## src/rtl/serial_uart_tx_if.sv

```systemverilog
// Memory-bus and bounds-check interfaces shared by the MMIO devices on a ring stop.
interface mem_if;
    logic [31:0] addr;
    logic [31:0] data_i;
    logic [31:0] data_o;
    logic        read_en;
    logic        write_en;
    logic        hit;
    logic        done;

    modport bus (
        input  addr, data_i, read_en, write_en,
        output hit, done, data_o
    );
endinterface

interface mem_bounds;
    logic [31:0] check_addr;
    logic        in_bounds;

    modport server (
        input  check_addr,
        output in_bounds
    );
endinterface

```

## src/rtl/serial_uart_tx.sv

```systemverilog
// MMIO 8N1 UART transmitter: TX FIFO, programmable baud divisor, DATA/STATUS/DIV/CTRL registers.
// Define SERIAL_TX_IRQ_EN to enable the registered tx_irq output (otherwise tied low).
`ifndef SERIAL_MEM_BASE
`define SERIAL_MEM_BASE 32'h1000_0100
`endif
`ifndef SERIAL_MEM_SIZE
`define SERIAL_MEM_SIZE 32'd16
`endif

module serial_uart_tx #(
    parameter logic [31:0] BASE       = `SERIAL_MEM_BASE,
    parameter logic [31:0] SIZE       = `SERIAL_MEM_SIZE,
    parameter int unsigned FIFO_DEPTH = 16,
    parameter int unsigned DIV_WIDTH  = 16,
    parameter int unsigned DIV_RESET  = 867
) (
    input  logic      clk,
    input  logic      reset,
    mem_if.bus        mem_in_port,
    mem_bounds.server bounds_checker,
    output logic      tx,
    output logic      tx_irq
);
    localparam int unsigned AW = $clog2(FIFO_DEPTH);
    localparam int unsigned CW = AW + 1;
    localparam logic [32:0] WIN_LO = {1'b0, BASE};
    localparam logic [32:0] WIN_HI = {1'b0, BASE} + {1'b0, SIZE};
    localparam logic [CW-1:0] DEPTH_C = CW'(FIFO_DEPTH);
    localparam logic [DIV_WIDTH-1:0] DIV_RST = DIV_WIDTH'(DIV_RESET);

    typedef enum logic [1:0] {S_IDLE, S_START, S_DATA, S_STOP} state_e;

    state_e               state_q, state_d;
    logic [DIV_WIDTH-1:0] div_q, div_d;
    logic [DIV_WIDTH-1:0] div_cur_q, div_cur_d;
    logic [DIV_WIDTH-1:0] timer_q, timer_d;
    logic [2:0]           bit_q, bit_d;
    logic [7:0]           shreg_q, shreg_d;
    logic [7:0]           fifo_q [FIFO_DEPTH];
    logic [AW-1:0]        wptr_q, rptr_q;
    logic [CW-1:0]        cnt_q, cnt_d;
    logic                 irq_en_q, irq_en_d;
    logic                 ovf_q, ovf_d;
    logic                 done_q;
    logic                 tx_q, tx_d;
    logic [31:0]          rdata_q, rdata_d;

    logic        req_ok, hit, rd, wr, reg_sel;
    logic [31:0] offset, rmux, status;
    logic [1:0]  reg_idx;
    logic        full, empty, busy, push, push_ok, pop;
    logic        unused_bits;

    assign bounds_checker.in_bounds = ({1'b0, bounds_checker.check_addr} >= WIN_LO) &&
                                      ({1'b0, bounds_checker.check_addr} <  WIN_HI);
    assign req_ok  = ({1'b0, mem_in_port.addr} >= WIN_LO) && ({1'b0, mem_in_port.addr} < WIN_HI);
    assign hit     = (mem_in_port.read_en | mem_in_port.write_en) & req_ok;
    assign rd      = mem_in_port.read_en & req_ok;
    assign wr      = mem_in_port.write_en & req_ok;
    assign offset  = mem_in_port.addr - BASE;
    assign reg_sel = (offset[31:4] == '0);
    assign reg_idx = offset[3:2];

    assign full    = (cnt_q == DEPTH_C);
    assign empty   = (cnt_q == '0);
    assign busy    = (state_q != S_IDLE);
    assign push_ok = push & ~full;
    assign status  = {16'h0000, 8'(cnt_q), 3'b000, irq_en_q, ovf_q, busy, empty, full};

    assign unused_bits = ^{offset[1:0], mem_in_port.data_i};

    always_comb begin
        rmux = '0;
        unique case (reg_idx)
            2'd1:    rmux = status;
            2'd2:    rmux = 32'(div_q);
            2'd3:    rmux = {31'b0, irq_en_q};
            default: rmux = '0;
        endcase
    end

    always_comb begin
        div_d    = div_q;
        irq_en_d = irq_en_q;
        ovf_d    = ovf_q;
        rdata_d  = rdata_q;
        push     = 1'b0;
        if (hit) rdata_d = reg_sel ? rmux : '0;
        if (wr && reg_sel) begin
            unique case (reg_idx)
                2'd0:    push = 1'b1;
                2'd2:    div_d = mem_in_port.data_i[DIV_WIDTH-1:0];
                2'd3:    irq_en_d = mem_in_port.data_i[0];
                default: ;
            endcase
        end
        if (rd && reg_sel && reg_idx == 2'd1) ovf_d = 1'b0;
        if (push && full) ovf_d = 1'b1;
    end

    always_comb begin
        cnt_d = cnt_q;
        if (push_ok && !pop)      cnt_d = cnt_q + 1'b1;
        else if (!push_ok && pop) cnt_d = cnt_q - 1'b1;
    end

    always_comb begin
        state_d   = state_q;
        timer_d   = timer_q;
        div_cur_d = div_cur_q;
        bit_d     = bit_q;
        shreg_d   = shreg_q;
        pop       = 1'b0;
        tx_d      = 1'b1;
        unique case (state_q)
            S_IDLE:  pop = !empty;
            S_START: begin
                if (timer_q == '0) begin
                    state_d = S_DATA;
                    timer_d = div_cur_q;
                    bit_d   = '0;
                end else timer_d = timer_q - 1'b1;
            end
            S_DATA: begin
                if (timer_q == '0) begin
                    timer_d = div_cur_q;
                    if (bit_q == 3'd7) state_d = S_STOP;
                    else begin
                        bit_d   = bit_q + 1'b1;
                        shreg_d = {1'b0, shreg_q[7:1]};
                    end
                end else timer_d = timer_q - 1'b1;
            end
            S_STOP: begin
                if (timer_q == '0) begin
                    if (!empty) pop = 1'b1;
                    else        state_d = S_IDLE;
                end else timer_d = timer_q - 1'b1;
            end
            default: state_d = S_IDLE;
        endcase
        // Loading straight from STOP lets consecutive frames run with no idle cycle between them.
        if (pop) begin
            state_d   = S_START;
            timer_d   = div_q;
            div_cur_d = div_q;
            shreg_d   = fifo_q[rptr_q];
        end
        unique case (state_d)
            S_START: tx_d = 1'b0;
            S_DATA:  tx_d = shreg_d[0];
            default: tx_d = 1'b1;
        endcase
    end

    always_ff @(posedge clk) begin
        if (reset) begin
            state_q   <= S_IDLE;
            timer_q   <= '0;
            div_cur_q <= DIV_RST;
            bit_q     <= '0;
            shreg_q   <= '0;
            wptr_q    <= '0;
            rptr_q    <= '0;
            cnt_q     <= '0;
            div_q     <= DIV_RST;
            irq_en_q  <= 1'b0;
            ovf_q     <= 1'b0;
            done_q    <= 1'b0;
            rdata_q   <= '0;
            tx_q      <= 1'b1;
        end else begin
            state_q   <= state_d;
            timer_q   <= timer_d;
            div_cur_q <= div_cur_d;
            bit_q     <= bit_d;
            shreg_q   <= shreg_d;
            cnt_q     <= cnt_d;
            div_q     <= div_d;
            irq_en_q  <= irq_en_d;
            ovf_q     <= ovf_d;
            done_q    <= hit;
            rdata_q   <= rdata_d;
            tx_q      <= tx_d;
            if (push_ok) wptr_q <= wptr_q + 1'b1;
            if (pop)     rptr_q <= rptr_q + 1'b1;
        end
    end

    always_ff @(posedge clk) begin
        if (push_ok) fifo_q[wptr_q] <= mem_in_port.data_i[7:0];
    end

`ifdef SERIAL_TX_IRQ_EN
    logic tx_irq_q;
    always_ff @(posedge clk) begin
        if (reset) tx_irq_q <= 1'b0;
        else       tx_irq_q <= irq_en_q & empty & ~busy;
    end
    assign tx_irq = tx_irq_q;
`else
    assign tx_irq = 1'b0;
`endif

    assign mem_in_port.hit    = hit;
    assign mem_in_port.done   = done_q;
    assign mem_in_port.data_o = rdata_q;
    assign tx                 = tx_q;
endmodule

```

## src/flat_wrapper.sv

```systemverilog
// flat-port wrapper written by rule: the top's interface ports become plain ports
module serial_uart_tx_flat 
#(
    parameter logic [31:0] BASE       = `SERIAL_MEM_BASE,
    parameter logic [31:0] SIZE       = `SERIAL_MEM_SIZE,
    parameter int unsigned FIFO_DEPTH = 16,
    parameter int unsigned DIV_WIDTH  = 16,
    parameter int unsigned DIV_RESET  = 867
)
  (clk, reset, tx, tx_irq, mem_in_port_addr, mem_in_port_data_i, mem_in_port_read_en, mem_in_port_write_en, mem_in_port_hit, mem_in_port_done, mem_in_port_data_o, bounds_checker_check_addr, bounds_checker_in_bounds);
  mem_if mem_in_port_i ();
  mem_bounds bounds_checker_i ();
  input  logic clk;
  input  logic reset;
  output logic tx;
  output logic tx_irq;
  input wire logic [$bits(mem_in_port_i.addr)-1:0] mem_in_port_addr;
  input wire logic [$bits(mem_in_port_i.data_i)-1:0] mem_in_port_data_i;
  input wire logic [$bits(mem_in_port_i.read_en)-1:0] mem_in_port_read_en;
  input wire logic [$bits(mem_in_port_i.write_en)-1:0] mem_in_port_write_en;
  output wire logic [$bits(mem_in_port_i.hit)-1:0] mem_in_port_hit;
  output wire logic [$bits(mem_in_port_i.done)-1:0] mem_in_port_done;
  output wire logic [$bits(mem_in_port_i.data_o)-1:0] mem_in_port_data_o;
  input wire logic [$bits(bounds_checker_i.check_addr)-1:0] bounds_checker_check_addr;
  output wire logic [$bits(bounds_checker_i.in_bounds)-1:0] bounds_checker_in_bounds;
  assign mem_in_port_i.addr = mem_in_port_addr;
  assign mem_in_port_i.data_i = mem_in_port_data_i;
  assign mem_in_port_i.read_en = mem_in_port_read_en;
  assign mem_in_port_i.write_en = mem_in_port_write_en;
  assign mem_in_port_hit = mem_in_port_i.hit;
  assign mem_in_port_done = mem_in_port_i.done;
  assign mem_in_port_data_o = mem_in_port_i.data_o;
  assign bounds_checker_i.check_addr = bounds_checker_check_addr;
  assign bounds_checker_in_bounds = bounds_checker_i.in_bounds;
  serial_uart_tx #(.BASE(BASE), .SIZE(SIZE), .FIFO_DEPTH(FIFO_DEPTH), .DIV_WIDTH(DIV_WIDTH), .DIV_RESET(DIV_RESET)) u_core (.clk(clk), .reset(reset), .mem_in_port(mem_in_port_i), .bounds_checker(bounds_checker_i), .tx(tx), .tx_irq(tx_irq));
endmodule
```

## config.mk

```make
export PLATFORM = sky130hd
export DESIGN_NAME = serial_uart_tx_flat
export DESIGN_NICKNAME = d
export VERILOG_FILES = /design/src/rtl/serial_uart_tx_if.sv /design/src/rtl/serial_uart_tx.sv /design/src/flat_wrapper.sv
export SDC_FILE = /design/constraint.sdc
export NUM_CORES = 1
export LEC_CHECK = 0
export ABC_AREA = 1
export BUFFER_PORTS_ARGS = -buffer_cell sky130_fd_sc_hd__buf_2
export CAP_MARGIN = 5
export CORE_MARGIN = 2
export CORE_UTILIZATION = 52
export CTS_CLUSTER_SIZE = 10
export DETAILED_ROUTE_END_ITERATION = 8
export PLACE_DENSITY = 0.76
export SLEW_MARGIN = 40
export SYNTH_ARGS = -nofsm -noshare
export SYNTH_HDL_FRONTEND = slang
export SYNTH_SLANG_ARGS = --single-unit
```

## constraint.sdc

```tcl
create_clock -name clk -period 2.65 [get_ports clk]
set_input_delay 0.1325 -clock clk [delete_from_list [all_inputs] [get_ports clk]]
set_output_delay 0.1325 -clock clk [all_outputs]
set_load 0.03 [all_outputs]
```

-- Word level (Yosys, flattened, before mapping)
Memory sizes are Yosys's and may differ from the RTL's. A register that Yosys moved wholly into a read port is not among the register bits.
Cells that the tools add are included.
Widths: inputs -> output; s select.
- bitwise logic cells: 6
- mux-type cells: 35
- magnitude comparators: 4
- eq/ne operators: 15
- reductions and logical operators: 29
- add/sub/neg operators: 7
- operators by type and width (operator ; count):
    $ge 32x29->1 const B ; 2
    $lt 32x29->1 const B ; 2
    $mux 16 ; 4
    $pmux 16 s3 ; 1
    $mux 8 ; 4
    $pmux 16 s2 ; 1
    $sub 32x29->32 const B ; 1
    $logic_not 28->1 ; 1
    $logic_not 16->1 ; 1
    $sub 16x1->16 const B ; 1
    $mux 2 ; 6
    $reduce_bool 2->1 ; 6
    $eq 2x2->1 const B ; 5
    $mux 5 ; 2
    $mux 3 ; 3
    $add 4x1->4 const B ; 2
    $logic_and 1x1->1 ; 8
    $mux 1 ; 8
    $mux 4 ; 2
    $eq 2x1->1 const B ; 3
    $ne 2x1->1 const B ; 3
    $pmux 2 s3 ; 1
    $pmux 3 s2 ; 1
    $reduce_and 2->1 ; 3
    18 further kinds ; 25
- output and inout bits: 37
- logic and storage cells: 112
- memories: 1
- flip-flop bits (word level): 110
- bits of input ports: 100
- memory bits (writable): 128
- memory list (name ; words ; bits a word ; read ports ; clocked after memory_dff ; write ports ; RTL line ; source):
    u_core.fifo_q ; 16 ; 8 ; 1 ; 1 ; 1 ; serial_uart_tx.sv:39 ; logic [7:0] fifo_q [FIFO_DEPTH];

-- Logic depth before layout (Yosys ltp)
- depth in word-level cells: 10
- gate-level depth with buffers: 18

-- Worst setup path after synthesis
No wires, ideal clock.
- kind: register -> register
- start: reg u_core.timer_q[0]
- end: reg u_core.cnt_q[4]
- path buffers: 1
- cell stages (with the launch flop): 19
- library setup time: 0.119 ns
- path slack: -0.231 ns
- data arrival time: 2.762 ns
- path through: dfxtp_1 inv_1 ha_1 nand2_2 nor2_4 nand4_1 nand2_2 nand2_4 clkbuf_1 ha_1 inv_1 fa_1 a21o_1 a21oi_1 nor2_1 nor2_1 nand2_1 o21ai_0 a21oi_1
- cells in the longest elaborated chain, start to end: 6
- RTL lines (element ; RTL line ; source):
    from (decl) ; serial_uart_tx.sv:36 ; logic [DIV_WIDTH-1:0] timer_q, timer_d;
    from (signal assigned) ; serial_uart_tx.sv:174 ; timer_q <= timer_d;
    $logic_not 16->1 * ; serial_uart_tx.sv:135 ; if (timer_q == '0) begin
    $mux 1 * ; serial_uart_tx.sv:135 ;
    $pmux 1 s2 * ; serial_uart_tx.sv:115 ; unique case (state_q)
    $logic_not 1->1 ; serial_uart_tx.sv:103 ; if (push_ok && !pop) cnt_d = cnt_q + 1'b1;
    $logic_and 1x1->1 ; serial_uart_tx.sv:103 ;
    $mux 5 / $reduce_bool 2->1 (equally long branches) ; n/a ;
    to (signal assigned) ; serial_uart_tx.sv:178 ; cnt_q <= cnt_d;
    to (decl) ; serial_uart_tx.sv:41 ; logic [CW-1:0] cnt_q, cnt_d;
Every way passes the cells marked *; elsewhere a longest branch is shown, timed or not.
A chain may end at the register's enable or synchronous reset.

-- Worst setup path after layout
Same ends and word-level chain as after synthesis.

==> results.md <==
* Status: finished clean
* Bufs on Longest Clock Path at 3
* DR vias/cell at 5.39
* Final Hold Fails at 0
* Initial antenna violation count at 0
* Number of placed instances, taps included at approximately 1600
* Fraction of layout cells with a size suffix above 1 at 0.156
* Final Cycle Share at 0.913
* Final cell count without fillers at 1623
* DRT antenna net count at 0
* HPWL after DPL at roughly 16000 um
* N_diodes at 0
* Clock sinks at 226
* Final setup fails at 0
* Cell Rows at 51
* R2r setup slk at around 0.23 ns
* Design area at 12300 um^2
* Worst Path Required at 3.07 ns
* EDFF count, synth at between 100 and 150
* Post-synth ARST share at 0
* Vias at slightly below 9000
* Total negative slack at 0 ns
* R2R cell count at 17
* Max Cap Violations at 0
* Final WL at 25500 um
* Hold Crit Start: mem_in_port_data_i[4]
* Synthesized instance count at 1202
* Total Routing Usage GR at 0.237
* Max Slew Vio Count at 0
* DR WL met3 at 1750 um
* Initial Util at 0.532
* GP Congestion at between 0.8 and 0.9
* DR top layer: met4
* Vias in the first global route at 8341
* Root buf cell: clkbuf_16
* Pre-antenna DRT Iters at 5
* Final nets at 1458
* RSZ-0062 raised after global routing: false
* Clk_lat worst skew at 0.54 ns
* Pwr dens at 1000 nW/um^2
* Placed Instance Area at 11300 um^2
* FF+latch count, synth at ~230
* Final Skew at about 0.011 ns
* Place WS at 0.0658 ns
* Area Overhead vs Synth at 18.0%
* WL per Instance at about 16 um
* Global-route wire length before repair at 40900 um
* Die area at 21100 um^2
* Mean Syn Cell Area at just under 9 um^2
* Max Fclk at 413 MHz
* Die extent in y at 145 um
* Worst relative slew slack at 0.520
* Setup Fix Bufs, Post-CTS at 0
* Reg2reg end: u_core.cnt_q[4]$_SDFFE_PP0P_
* CP Class: reg -> reg
* WL met2 at 12200 um
* Number of remaining DRC errors at 0
* WHS Path Cells at 1
* Max Fanout on Critical Path at 4
* Register area share after synthesis at 0.558
* Initial DRC Count at 812
* Critical path arrival at 2.84 ns
* Die width at 145 um
* Synth unique cells at 44
* Slew @ Worst Pin at approximately 0.7 ns
* Buffers on Ports at slightly below 100
* TritonCTS Buffers at 27
* Static Leak at 5.10 nW
* Final setup margin at 0.230 ns
* CTS tree: yes
* Max rail drop VDD at 0.619 mV
* Fin util at 0.628
* CP Capture Type: flop
* Post-Syn Area at between 10000 and 15000 um^2
* Metal1 wirelength at around 11000 um
* Clk slew on worst S/H paths at 0.06 ns
* Maximum number of pins on one net before global-route repair at 65
* Io pins at 137
* Yosys warning total at 0
* Worst Hold Class: in -> reg
* Element type at the critical path start: flop
* Final min period at 2.42 ns
* Core area at 19500 um^2
* Worst Hold End: u_core.fifo_q[5][4]$_DFFE_PP_
* Main synth FF type: edfxtp_1
* H-tree levels at 1
* RR Startpoint: u_core.timer_q[0]$_SDFFE_PP0P_
* Grt total ovfl at 0
sequential cells by signal, summed over array words and instances, names as in the netlist, named ones only:
signal,flops
u_core.state_q,2
u_core.mem_in_port.data_o,16
u_core.mem_in_port.done,1
u_core.cnt_q,5
u_core.div_cur_q,16
u_core.shreg_q,8
u_core.div_q,16
u_core.tx,1
u_core.wptr_q,4
u_core.bit_q,3
u_core.ovf_q,1
u_core.timer_q,16
u_core.fifo_q,128
u_core.rptr_q,4
u_core.irq_en_q,1
metrics by stage:
step,power (mW),hold WS (ns)
final,12.3,0.0160
after global routing,13.0,0.0200
after floorplan,7.65,0.231
after detailed placement,8.89,0.358
after CTS,12.2,0.00265
after global placement,8.78,0.356
critical path, stage by stage, from the launching register on:
cell and delay, ns:
dfxtp_1 0.33, inv_1 0.07, ha_2 0.21, nand2_2 0.11
nor2_4 0.04, nand4_1 0.09, nand2_2 0.08, nand2_4 0.10
ha_4 0.16, inv_2 0.07, fa_2 0.35, a21o_1 0.19
a21oi_2 0.14, nor2_1 0.05, nor2_1 0.08, nand2_1 0.06
o21ai_0 0.14, a21oi_1 0.05
layout make-up:
class                      instances  area (um^2)
inverter                          73          279
clock inverter                     2         27.5
multi-input combinational        855         4080
timing repair buffer             158          986
fill                            1613         7260
tap                              265          332
sequential                       226         5810
clock buffer                      44          761
logic make-up after synthesis:
| group | share of synthesized area |
|---|---|
| AOI/OAI and AO/OA | 0.0978 |
| xor gates and xnor gates | 0.0101 |
| adders and majority gates | 0.0212 |
| buffers and inverters | 0.0593 |
| DFF | 0.558 |
| other | 0.000361 |
| and+or+nand+nor | 0.253 |
per-layer routing:
layer,global-route usage,up-vias
met5,0,-
met4,0.0848,0
met3,0.0389,58
met2,0.396,360
met1,0.315,4044
li1,-,4290
synthesized netlist by cell type, drive strengths merged (2+ instances only):
cell type	number	area, um^2
a21oi	46	230
a31oi	6	37.5
buf	31	214
clkbuf	33	124
clkinv	3	16.3
dfxtp	98	1960
edfxtp	128	3840
ha	16	200
inv	70	263
nand2	293	1110
nand3	91	465
nand3b	2	15.0
nand4	8	50.1
nor2	211	845
nor3	12	71.3
nor4	6	37.5
o2111ai	4	35.0
o211ai	6	55.1
o21ai	86	442
o22ai	30	188
o31ai	2	15.0
or4	2	15.0
xnor2	5	43.8
xor2	7	61.3
worst max-delay path by stage:
stage                                         from                           end  slack (ns)  cells after the start
floorplan           u_core.timer_q[0]$_SDFFE_PP0P_  u_core.cnt_q[4]$_SDFFE_PP0P_        0.01                     18
global placement      u_core.cnt_q[0]$_SDFFE_PP0P_  u_core.cnt_q[4]$_SDFFE_PP0P_         0.1                     15
detailed placement             mem_in_port_addr[9]  u_core.cnt_q[4]$_SDFFE_PP0P_        0.07                     18
CTS                   u_core.cnt_q[0]$_SDFFE_PP0P_  u_core.cnt_q[4]$_SDFFE_PP0P_        0.07                     15
global route        u_core.timer_q[0]$_SDFFE_PP0P_  u_core.cnt_q[4]$_SDFFE_PP0P_        0.03                     17
finish              u_core.timer_q[0]$_SDFFE_PP0P_  u_core.cnt_q[4]$_SDFFE_PP0P_        0.23                     17
repair_timing:
item | 4_1_cts | 5_1_grt
hold buffers | 12 | 0
resized for setup | 0 | 6
hold endpoints to repair | 13 | 0
endpoints found under the setup margin | 0 | 1
cell usage in the layout (no fill, tap or decap), types with 7 or more instances in the layout:
cell,count
xor2_1,7
o22ai_1,30
dfxtp_1,96
clkbuf_16,28
clkbuf_1,16
o21ai_0,84
dlygate4sd3_1,12
nand2_1,289
conb_1,17
buf_4,48
a21oi_1,45
ha_1,13
buf_2,97
nand4_1,8
edfxtp_1,128
nor3_1,11
inv_1,65
nor2_2,7
nor2_1,199
nand3_1,88
report_power, final:
part           leakage (nW)  total (mW)  switching, mW  internal (mW)
Clock                 0.374        3.29           1.34           1.95
Sequential             1.95        4.14          0.177           3.96
Combinational          2.78        4.84           3.22           1.62
Total                  5.10        12.3           4.74           7.53
Power figures use the tool's default switching activity.
